<file path="src/rtl/dbus_store_buffer_pkg.sv">
`default_nettype none
// ============================================================================
//  Module      : dbus_store_buffer_pkg
//  Description : Shared types for the LSU data-bus store buffer: Avalon-style
//                request/response bundles, the buffered store entry and the
//                default buffer depth.
//  Revision    : 1.0 - initial release
// ============================================================================
package dbus_store_buffer_pkg;

  localparam int SB_DEPTH_DEFAULT = 4;

  typedef struct packed {
    logic        read;
    logic        write;
    logic [31:0] address;
    logic [31:0] writedata;
    logic [3:0]  byte_enable;
  } avalon_req_t;

  typedef struct packed {
    logic [31:0] readdata;
    logic        waitrequest;
  } avalon_resp_t;

  typedef struct packed {
    logic [31:0] address;
    logic [31:0] writedata;
    logic [3:0]  byte_enable;
  } sb_entry_t;

endpackage
`default_nettype wire

</file>
<file path="src/rtl/dbus_store_buffer_if.sv">
`default_nettype none
// ============================================================================
//  Module      : dbus_store_buffer_if
//  Description : Avalon-style data-bus link (request out, response back).
//                master drives req, slave drives resp.
//  Revision    : 1.0 - initial release
// ============================================================================
interface dbus_store_buffer_if;
  import dbus_store_buffer_pkg::*;

  avalon_req_t  req;
  avalon_resp_t resp;

  modport master (output req, input resp);
  modport slave  (input req, output resp);

endinterface
`default_nettype wire

</file>
<file path="src/rtl/dbus_store_buffer_fifo.sv">
`default_nettype none
// ============================================================================
//  Module      : dbus_store_buffer_fifo
//  Description : Circular entry store for the store buffer. Holds pointers,
//                occupancy and per-entry valid bits, exposes the head entry
//                and, when STORE_BUFFER_RD_BYPASS_EN is defined, a per-entry
//                word-address match vector against a load address.
//  Revision    : 1.0 - initial release
// ============================================================================
module dbus_store_buffer_fifo
  import dbus_store_buffer_pkg::*;
#(
  parameter int DEPTH = SB_DEPTH_DEFAULT
) (
  input  logic                   clk,
  input  logic                   rst,
  input  logic                   push,
  input  sb_entry_t              push_entry,
  input  logic                   pop,
  output sb_entry_t              head,
  output logic                   full,
  output logic                   empty,
`ifdef STORE_BUFFER_RD_BYPASS_EN
  input  logic [29:0]            cmp_word,
  output logic [DEPTH-1:0]       match,
`endif
  output logic [$clog2(DEPTH):0] count
);

  localparam int PTR_W = $clog2(DEPTH);
  localparam int CNT_W = PTR_W + 1;

  sb_entry_t        entry_q [DEPTH];
  sb_entry_t        entry_d [DEPTH];
  logic [DEPTH-1:0] valid_q, valid_d;
  logic [PTR_W-1:0] wr_ptr_q, wr_ptr_d;
  logic [PTR_W-1:0] rd_ptr_q, rd_ptr_d;
  logic [CNT_W-1:0] count_q, count_d;
  logic             do_push;
  logic             do_pop;

  assign full    = (count_q == CNT_W'(DEPTH));
  assign empty   = (count_q == '0);
  assign count   = count_q;
  assign head    = entry_q[rd_ptr_q];
  // A full buffer refuses a push even when the head retires the same cycle.
  assign do_push = push & ~full;
  assign do_pop  = pop & ~empty;

  // Retire the head, append at the tail, pointers wrap at DEPTH (power of 2)
  always_comb begin
    entry_d  = entry_q;
    valid_d  = valid_q;
    wr_ptr_d = wr_ptr_q;
    rd_ptr_d = rd_ptr_q;
    count_d  = count_q;
    if (do_pop) begin
      valid_d[rd_ptr_q] = 1'b0;
      rd_ptr_d          = rd_ptr_q + 1'b1;
    end
    if (do_push) begin
      entry_d[wr_ptr_q] = push_entry;
      valid_d[wr_ptr_q] = 1'b1;
      wr_ptr_d          = wr_ptr_q + 1'b1;
    end
    case ({do_push, do_pop})
      2'b10:   count_d = count_q + 1'b1;
      2'b01:   count_d = count_q - 1'b1;
      default: count_d = count_q;
    endcase
  end

  // Control state; reset discards every entry
  always_ff @(posedge clk) begin
    if (rst) begin
      valid_q  <= '0;
      wr_ptr_q <= '0;
      rd_ptr_q <= '0;
      count_q  <= '0;
    end else begin
      valid_q  <= valid_d;
      wr_ptr_q <= wr_ptr_d;
      rd_ptr_q <= rd_ptr_d;
      count_q  <= count_d;
    end
  end

  // Entry payload needs no reset: valid bits qualify it
  always_ff @(posedge clk) begin
    entry_q <= entry_d;
  end

`ifdef STORE_BUFFER_RD_BYPASS_EN
  for (genvar i = 0; i < DEPTH; i++) begin : g_match
    assign match[i] = valid_q[i] & (entry_q[i].address[31:2] == cmp_word);
  end
`endif

endmodule
`default_nettype wire

</file>
<file path="src/rtl/dbus_store_buffer.sv">
`default_nettype none
// ============================================================================
//  Module      : dbus_store_buffer
//  Description : Posted-write buffer between the LSU data-bus master and data
//                memory. Stores are accepted with no wait cycles while not
//                full and drained in order; loads go straight to memory once
//                ordering against pending stores allows.
//                Build option STORE_BUFFER_RD_BYPASS_EN: loads to words with
//                no pending store overtake the buffer; otherwise loads wait
//                for the buffer to empty.
//  Revision    : 1.0 - initial release
// ============================================================================
module dbus_store_buffer
  import dbus_store_buffer_pkg::*;
#(
  parameter int DEPTH = SB_DEPTH_DEFAULT
) (
  input  logic                   clk,
  input  logic                   rst,
  dbus_store_buffer_if.slave     up,
  dbus_store_buffer_if.master    dn,
  output logic                   sb_empty,
  output logic [$clog2(DEPTH):0] sb_count
);

  sb_entry_t    push_entry;
  sb_entry_t    head;
  logic         full;
  logic         empty;
  logic         pop;
  logic         rd_allowed;
  logic         rd_fwd;
  logic         drain;
  logic         wr_lock_q, wr_lock_d;
  avalon_req_t  dn_req;
  avalon_resp_t up_resp;
`ifdef STORE_BUFFER_RD_BYPASS_EN
  logic [DEPTH-1:0] match;
`endif

  assign push_entry = '{address:     up.req.address,
                        writedata:   up.req.writedata,
                        byte_enable: up.req.byte_enable};

  dbus_store_buffer_fifo #(
    .DEPTH      (DEPTH)
  ) u_fifo (
    .clk        (clk),
    .rst        (rst),
    .push       (up.req.write),
    .push_entry (push_entry),
    .pop        (pop),
    .head       (head),
    .full       (full),
    .empty      (empty),
`ifdef STORE_BUFFER_RD_BYPASS_EN
    .cmp_word   (up.req.address[31:2]),
    .match      (match),
`endif
    .count      (sb_count)
  );

  // A stalled drain write owns the bus until memory takes it (wr_lock_q).
`ifdef STORE_BUFFER_RD_BYPASS_EN
  assign rd_allowed = ~wr_lock_q & ~(|match);
`else
  assign rd_allowed = ~wr_lock_q & empty;
`endif

  assign rd_fwd   = up.req.read & rd_allowed;
  assign drain    = ~rd_fwd & ~empty;
  assign pop      = drain & ~dn.resp.waitrequest;
  assign sb_empty = empty;

  // Arbitrate the downstream port (forwarded load vs head drain) and answer the LSU
  always_comb begin
    dn_req              = '0;
    up_resp.readdata    = dn.resp.readdata;
    up_resp.waitrequest = 1'b0;
    wr_lock_d           = drain & dn.resp.waitrequest;
    if (rd_fwd) begin
      dn_req.read        = 1'b1;
      dn_req.address     = up.req.address;
      dn_req.byte_enable = up.req.byte_enable;
    end else if (drain) begin
      dn_req.write       = 1'b1;
      dn_req.address     = head.address;
      dn_req.writedata   = head.writedata;
      dn_req.byte_enable = head.byte_enable;
    end
    if (up.req.read) begin
      up_resp.waitrequest = rd_fwd ? dn.resp.waitrequest : 1'b1;
    end else if (up.req.write) begin
      up_resp.waitrequest = full;
    end
  end

  // Remember a drain write left pending by memory; reset drops it
  always_ff @(posedge clk) begin
    if (rst) begin
      wr_lock_q <= 1'b0;
    end else begin
      wr_lock_q <= wr_lock_d;
    end
  end

  assign dn.req  = dn_req;
  assign up.resp = up_resp;

  // The LSU never issues a load and a store in the same cycle
  a_rd_wr_exclusive : assert property (@(posedge clk) disable iff (rst)
    !(up.req.read && up.req.write));

endmodule
`default_nettype wire

</file>
<file path="src/flat_wrapper.sv">
// flat-port wrapper written by rule: the top's interface ports become plain ports
module dbus_store_buffer_flat import dbus_store_buffer_pkg::*;
#(
  parameter int DEPTH = SB_DEPTH_DEFAULT
)
  (clk, rst, sb_empty, sb_count, up_req, up_resp, dn_req, dn_resp);
  dbus_store_buffer_if up_i ();
  dbus_store_buffer_if dn_i ();
  input  logic clk;
  input  logic rst;
  output logic sb_empty;
  output logic [$clog2(DEPTH):0] sb_count;
  input wire logic [$bits(up_i.req)-1:0] up_req;
  output wire logic [$bits(up_i.resp)-1:0] up_resp;
  output wire logic [$bits(dn_i.req)-1:0] dn_req;
  input wire logic [$bits(dn_i.resp)-1:0] dn_resp;
  assign up_i.req = up_req;
  assign up_resp = up_i.resp;
  assign dn_req = dn_i.req;
  assign dn_i.resp = dn_resp;
  dbus_store_buffer #(.DEPTH(DEPTH)) u_core (.clk(clk), .rst(rst), .up(up_i), .dn(dn_i), .sb_empty(sb_empty), .sb_count(sb_count));
endmodule
</file>
<file path="config.mk">
export PLATFORM = sky130hd
export DESIGN_NAME = dbus_store_buffer_flat
export DESIGN_NICKNAME = d
export VERILOG_FILES = /design/src/rtl/dbus_store_buffer_pkg.sv /design/src/rtl/dbus_store_buffer_if.sv /design/src/rtl/dbus_store_buffer_fifo.sv /design/src/rtl/dbus_store_buffer.sv /design/src/flat_wrapper.sv
export SDC_FILE = /design/constraint.sdc
export NUM_CORES = 1
export LEC_CHECK = 0
export ABC_AREA = 1
export BUFFER_PORTS_ARGS = -buffer_cell sky130_fd_sc_hd__buf_2
export CORE_MARGIN = 8
export CORE_UTILIZATION = 30
export DETAILED_ROUTE_END_ITERATION = 12
export HOLD_SLACK_MARGIN = 0.02
export PLACE_DENSITY = 0.5
export SYNTH_ARGS = -nofsm -noshare
export SYNTH_HDL_FRONTEND = slang
export SYNTH_HIERARCHICAL = 1
export SYNTH_SLANG_ARGS = --single-unit
</file>
<file path="constraint.sdc">
create_clock -name clk -period 4.75 [get_ports clk]
set_input_delay 0.95 -clock clk [delete_from_list [all_inputs] [get_ports clk]]
set_output_delay 0.95 -clock clk [all_outputs]
set_load 0.005 [all_outputs]
</file>
==> impl_metrics.yaml, run 1 <==
status:
  outcome: "complete, no violations"
grt:
  grt_pass1_vias: 7215
  antenna_found_initial: 3
  grt_usage_pct: 12.54
  grt_pass1_wl_um: 43280
  grt_max_degree: 86
  overflow: 0
layout:
  fin_util_pct: 35.52
  fin_cells: 1599
  final_cell_area_sq_um: 13600
  nFillCells: 3791
  mostFrequentLayoutCell: "edfxtp_1"
  regArea_sq_um: 8333
  finalNetCount: 1168
  multiInputGateArea_sq_um: 2441
  areaGrowthSynthToFinish_pct: 17.89
  layout_common_cells: "edfxtp_1, nor2_1, buf_2"
  drive_gt1_share_pct: 20.26
  diodes: 0
pwr:
  seq_power_share_pct: 40.0
  p_switching_mw: 2.276
  switching_share_pct: 30.81
  power.total_mw: 7.386
  p_leak_nw: 5.122
  p_per_area_nw_per_um2: 543.1
  irDropWorstVdd_mv: 0.3152
  clockPowerShare_pct: 34.5
  internal_power_mw: 5.111
  p_comb_share_pct: 25.5
floorplan:
  fp.dieW_um: 212.1
  start_util_pct: 30.13
  die-area_sq_um: 44980
  io_pins: 212
  rows: 72
  core_sq_um: 38290
  die_h_um: 212.1
timing:
  setup_violations: 0
  fmax_mhz: 270.4
  finalCriticalPeriod_ps: 3699
  setup_tns_ps: 0
  period_share_pct: 77.87
  fin_worst_skew_ps: 16.01
  drv_slew: 0
  hold_viol_final: 0
  setup_ws_ps: 1051
  fin_hold_ws_ps: 512.9
  rsz0062_at_grt: "no"
  worst_pin_slew_ps: 1015
  slew_headroom_pct: 32.18
clock_network:
  ctsHoldBuffers: 0
  clk_latency_ps: 500
  post_cts_buffers: 0
  cts-root-buf: "clkbuf_16"
  cts_buffers: 34
  cts_resized: 0
  cts.clk_slew.worst_paths_ps: 60
  cts_tree: "yes"
  cts.sinks: 280
  cts_max_level: 2
  clk_path_buf_depth: 3
job:
  maxCapViolCount: 0
setup_path:
  crit_type: "reg2out"
  worstSetupStartpointType: "flop"
  cp_max_fo: 33
  worstSetupEndpoint: "dn_req[62]"
  rr_startpoint: "u_core/u_fifo/count[2]"
  end_kind: "output port"
  reg2reg_depth: 16
  r2r_setup_slack_ps: 1770
  worstPathRequired_ps: 3800
  crit_start: "u_core/u_fifo/rd_ptr_q[1]"
  r2r_end: "u_core/u_fifo/count[2]"
  cp.arrival_ps: 2750
placement:
  gp_congestion: 0.7148
  io_buffers: 147
  place_worst_setup_slack_ps: 1299
  postPlaceCellArea_sq_um: 12500
  hpwl_um: 16430
  dp_cells: 1539
logic_synthesis:
  synthDominantCellAreaShare_pct: 70.80
  synth.area.top_cells: "edfxtp_1, nor2_1, nand2_1"
  synth.net_count: 1059
  yosysSeqAreaShare_pct: 72.19
  yosysTopAreaCell: "edfxtp_1"
  avgSynthCellArea_sq_um: 12.17
  synth_cell_types: 22
  synth-seq-cells: 280
  synth_warnings: 6
  syn_inst: 948
  syn-cell-area_sq_um: 11540
drt:
  drc: 0
  via_per_inst: 4.529
  drtAntennaViolNets: 0
  routed_wl_um: 28820
  wl_per_cell_um: 18.03
  num_vias: 7242
  drtIter0Drc: 270
  first_pass_iters: 4
hold_path:
  hold_class: "reg2reg"
how the worst min path moves through the flow:
stage,from,end,cells after the start
finish,u_core/u_fifo/wr_ptr_q[1],u_core/u_fifo/wr_ptr_q[1],2
global route,u_core/u_fifo/wr_ptr_q[1],u_core/u_fifo/wr_ptr_q[1],2
CTS,u_core/u_fifo/wr_ptr_q[1],u_core/u_fifo/wr_ptr_q[1],2
detailed placement,u_core/u_fifo/wr_ptr_q[1],u_core/u_fifo/wr_ptr_q[1],2
global placement,u_core/u_fifo/wr_ptr_q[1],u_core/u_fifo/wr_ptr_q[1],2
floorplan,u_core/u_fifo/wr_ptr_q[1],u_core/u_fifo/wr_ptr_q[1],2
synthesized netlist by cell type:
cell / instances
inv_1: 49
nand3_1: 5
inv_2: 3
buf_6: 15
o21ai_0: 76
dfxtp_1: 8
nor3_1: 1
nor2_1: 178
ha_1: 5
o22ai_1: 68
a21oi_1: 7
clkbuf_1: 20
buf_2: 8
clkbuf_2: 3
buf_1: 2
nand2_2: 1
nand2_1: 123
edfxtp_1: 272
o21ai_1: 62
fa_1: 1
buf_4: 40
nor2_2: 1
critical path, cell delays in order (launching register included):
cell and delay, ps:
dfxtp_2 530, inv_2 690, buf_4 420, o21ai_0 140, o22ai_1 160, nand2_1 80
nand2_1 100, buf_2 110
registers in the layout, summed over array words and instances, names as in the netlist:
signal,flops
u_core/u_fifo/count,3
u_core/u_fifo/entry_q,272
u_core/u_fifo/rd_ptr_q,2
u_core/u_fifo/wr_ptr_q,2
u_core/wr_lock_q,1
kinds of logic after synthesis:
group                    Yosys count  synth area share, %
AND/OR/NAND/NOR                  309                10.16
buffers and inverters            140                6.952
flip-flops                       280                72.19
AO/OA/AOI/OAI                    213                9.978
adder cells (fa/ha/maj)            6               0.7158
area by class of cell:
type	instances	area share, %
clock buffer	41	6.606
clock inverter	19	1.490
inverter	52	1.454
multi-input combinational	528	17.95
sequential	280	61.28
tap	518	4.766
timing repair buffer	161	6.459
routing by layer:
metal | up-vias | global-route usage [%] | wire length (um)
li1 | 3534 | - | -
met2 | 142 | 21.43 | 13920
met5 | - | 0 | 25
met4 | 4 | 4.577 | 920
met1 | 3487 | 15.29 | 12480
met3 | 75 | 2.963 | 1476
power by group through the flow:
| stage | logic [mW] | registers [mW] | clock network (mW) |
|---|---|---|---|
| floorplan | 1.21 | 3.01 | 0 |
| detailed placement | 1.96 | 3.01 | 0 |
| global placement | 1.95 | 3.00 | 0 |
| global route | 2.15 | 2.97 | 2.73 |
| CTS | 1.97 | 2.95 | 2.63 |
| finish | 1.88 | 2.95 | 2.55 |
No activity file was read; power rests on OpenSTA's default activity.
==> run 2, diff against run 1 <==
--- a/config.mk
+++ b/config.mk
@@ -11,7 +11,7 @@
 export CORE_UTILIZATION = 30
 export DETAILED_ROUTE_END_ITERATION = 12
 export HOLD_SLACK_MARGIN = 0.02
-export PLACE_DENSITY = 0.5
+export PLACE_DENSITY = 0.52
 export SYNTH_ARGS = -nofsm -noshare
 export SYNTH_HDL_FRONTEND = slang
 export SYNTH_HIERARCHICAL = 1
==> constraint.sdc (replaced) <==
create_clock -name clk -period 3 [get_ports clk]
set_input_delay 0.6 -clock clk [delete_from_list [all_inputs] [get_ports clk]]
set_output_delay 0.6 -clock clk [all_outputs]
set_load 0.005 [all_outputs]
==> run 2 against run 1 <==
  * Largest cell class unchanged
  * Hold slack worse by 200 ps
  * Non-clock buffer count grew 4
  * Wire length down 1.6%
  * Design area rose by 1.2%
==> impl_metrics.yaml, run 2 (synthesis gave the netlist of run 1 again) <==
setup_path:
  path_delay_family: "buffers and inverters"
  rr_startpoint: "u_core/u_fifo/count[2]"
  crit_start: "u_core/u_fifo/rd_ptr_q[0]"
  cp_slowest_cell: "dfxtp_4"
  path_cells: "buf_4 -> o21ai_0 -> o22ai_1 -> inv_1 -> nor2_1 -> buf_2"
  crit_type: "reg2out"
  cp.arrival_ps: 2130
  slowest_delay_ps: 500
  worstSetupStartpointType: "flop"
  end_kind: "output port"
  cp_num_buf_inv: 3
  worstPathRequired_ps: 2400
  cp_max_fo: 46
drt:
  routed_wl_um: 28380
  drtIter0Drc: 436
  drtAntennaViolNets: 0
  num_vias: 7299
  first_pass_iters: 4
  drc: 0
  wl_per_cell_um: 17.68
  via_per_inst: 4.548
clock_network:
  clk_path_buf_depth: 3
  cts-root-buf: "clkbuf_16"
  post_cts_buffers: 0
  cts.clk_slew.worst_paths_ps: 60
  ctsHoldBuffers: 0
  clk_latency_ps: 510
  cts_buffers: 34
  cts_max_level: 2
  cts_resized: 0
  cts_tree: "yes"
  cts.sinks: 280
timing:
  slew_headroom_pct: 61.27
  setup_tns_ps: 0
  finalCriticalPeriod_ps: 2725
  setup_violations: 0
  fmax_mhz: 367.0
  hold_viol_final: 0
  period_share_pct: 90.84
  drv_slew: 0
  rsz0062_at_grt: "no"
  fin_worst_skew_ps: 13.51
  worst_pin_slew_ps: 581.0
layout:
  largest_register_ffs: 272
  mostFrequentLayoutCell: "edfxtp_1"
  fin_util_pct: 35.93
  finalNetCount: 1172
  layout_common_cells: "edfxtp_1, nor2_1, buf_2"
  areaGrowthSynthToFinish_pct: 19.25
  regMostFlops: "u_core/u_fifo/entry_q"
  drive_gt1_share_pct: 20.44
placement:
  io_buffers: 147
  gp_congestion: 0.7237
  hpwl_um: 16000
floorplan:
  die-area_sq_um: 44980
  fp.dieW_um: 212.1
  core_sq_um: 38290
  start_util_pct: 30.13
  die_h_um: 212.1
  rows: 72
  io_pins: 212
grt:
  grt_pass1_vias: 7530
  antenna_found_initial: 4
  grt_pass1_wl_um: 43640
  grt_max_degree: 76
  grt_usage_pct: 12.55
  overflow: 0
pwr:
  irDropWorstVdd_mv: 0.5266
  p_leak_nw: 5.196
  power.total_mw: 11.90
  p_per_area_nw_per_um2: 864.8
hold_path:
  hold_class: "in2reg"
  worstHoldStart: "up_req[19]"
job:
  maxCapViolCount: 0
status:
  outcome: "complete, no violations"
-- run 2: metal layers --
| metal | vias up | track usage (%) | share of wire [%] | wire length [um] |
|---|---|---|---|---|
| met1 | 3510 | 14.73 | 42 | 11850 |
| met2 | 151 | 21.57 | 49 | 13840 |
| met3 | 91 | 3.449 | 6.1 | 1737 |
| li1 | 3541 | - | - | - |
| met4 | 6 | 4.984 | 3.2 | 907 |
| met5 | - | 0 | 0.12 | 34 |
-- run 2: per-stage QoR --
stage / setup slack [ps] / instances / cell area [sq um] / hold WS (ps)
after floorplan: -1085 / 948 / 11540 / 468.0
after global placement: 687.0 / 1541 / 12600 / 497.6
after detailed placement: 580.9 / 1541 / 12600 / 508.0
after CTS: 25.35 / 1602 / 13740 / 274.2
after global routing: 26.76 / 1605 / 13760 / 282.2
final: 274.9 / 1605 / 13760 / 310.5
-- run 2: power breakdown --
| group | internal [mW] | switching, mW | leakage (nW) |
|---|---|---|---|
| sequential | 4.60 | 0.0954 | 2.56 |
| combinational | 1.11 | 1.97 | 2.08 |
| clock | 2.62 | 1.51 | 0.552 |
| total | 8.33 | 3.57 | 5.20 |
-- run 2: final timing paths --
check | cells after the start | slack (ps) | to
max reg2reg | 13 | 820 | u_core/u_fifo/count[2]
max | 6 | 270 | dn_req[31]
min | 1 | 310 | u_core/u_fifo/entry_q[87]
min reg2reg | 2 | 510 | u_core/u_fifo/wr_ptr_q[0]
-- run 2: cell type report --
cell class                      instances  area, sq um
Sequential cell                       280         8333
Multi-Input combinational cell        528         2441
Clock inverter                         11        153.9
Fill cell                            3793        24530
Clock buffer                           50        984.7
Antenna cell                            1        2.502
Inverter                               52        197.7
Tap cell                              518        648.1
Timing Repair Buffer                  165        996.0
-- run 2: worst reg2reg max path: cells and delay by family (launching register included) --
kind	cells	cell delay, ps
simple gates	7	810
fa+ha+maj	2	540
buf+inv	4	380
flops	1	340
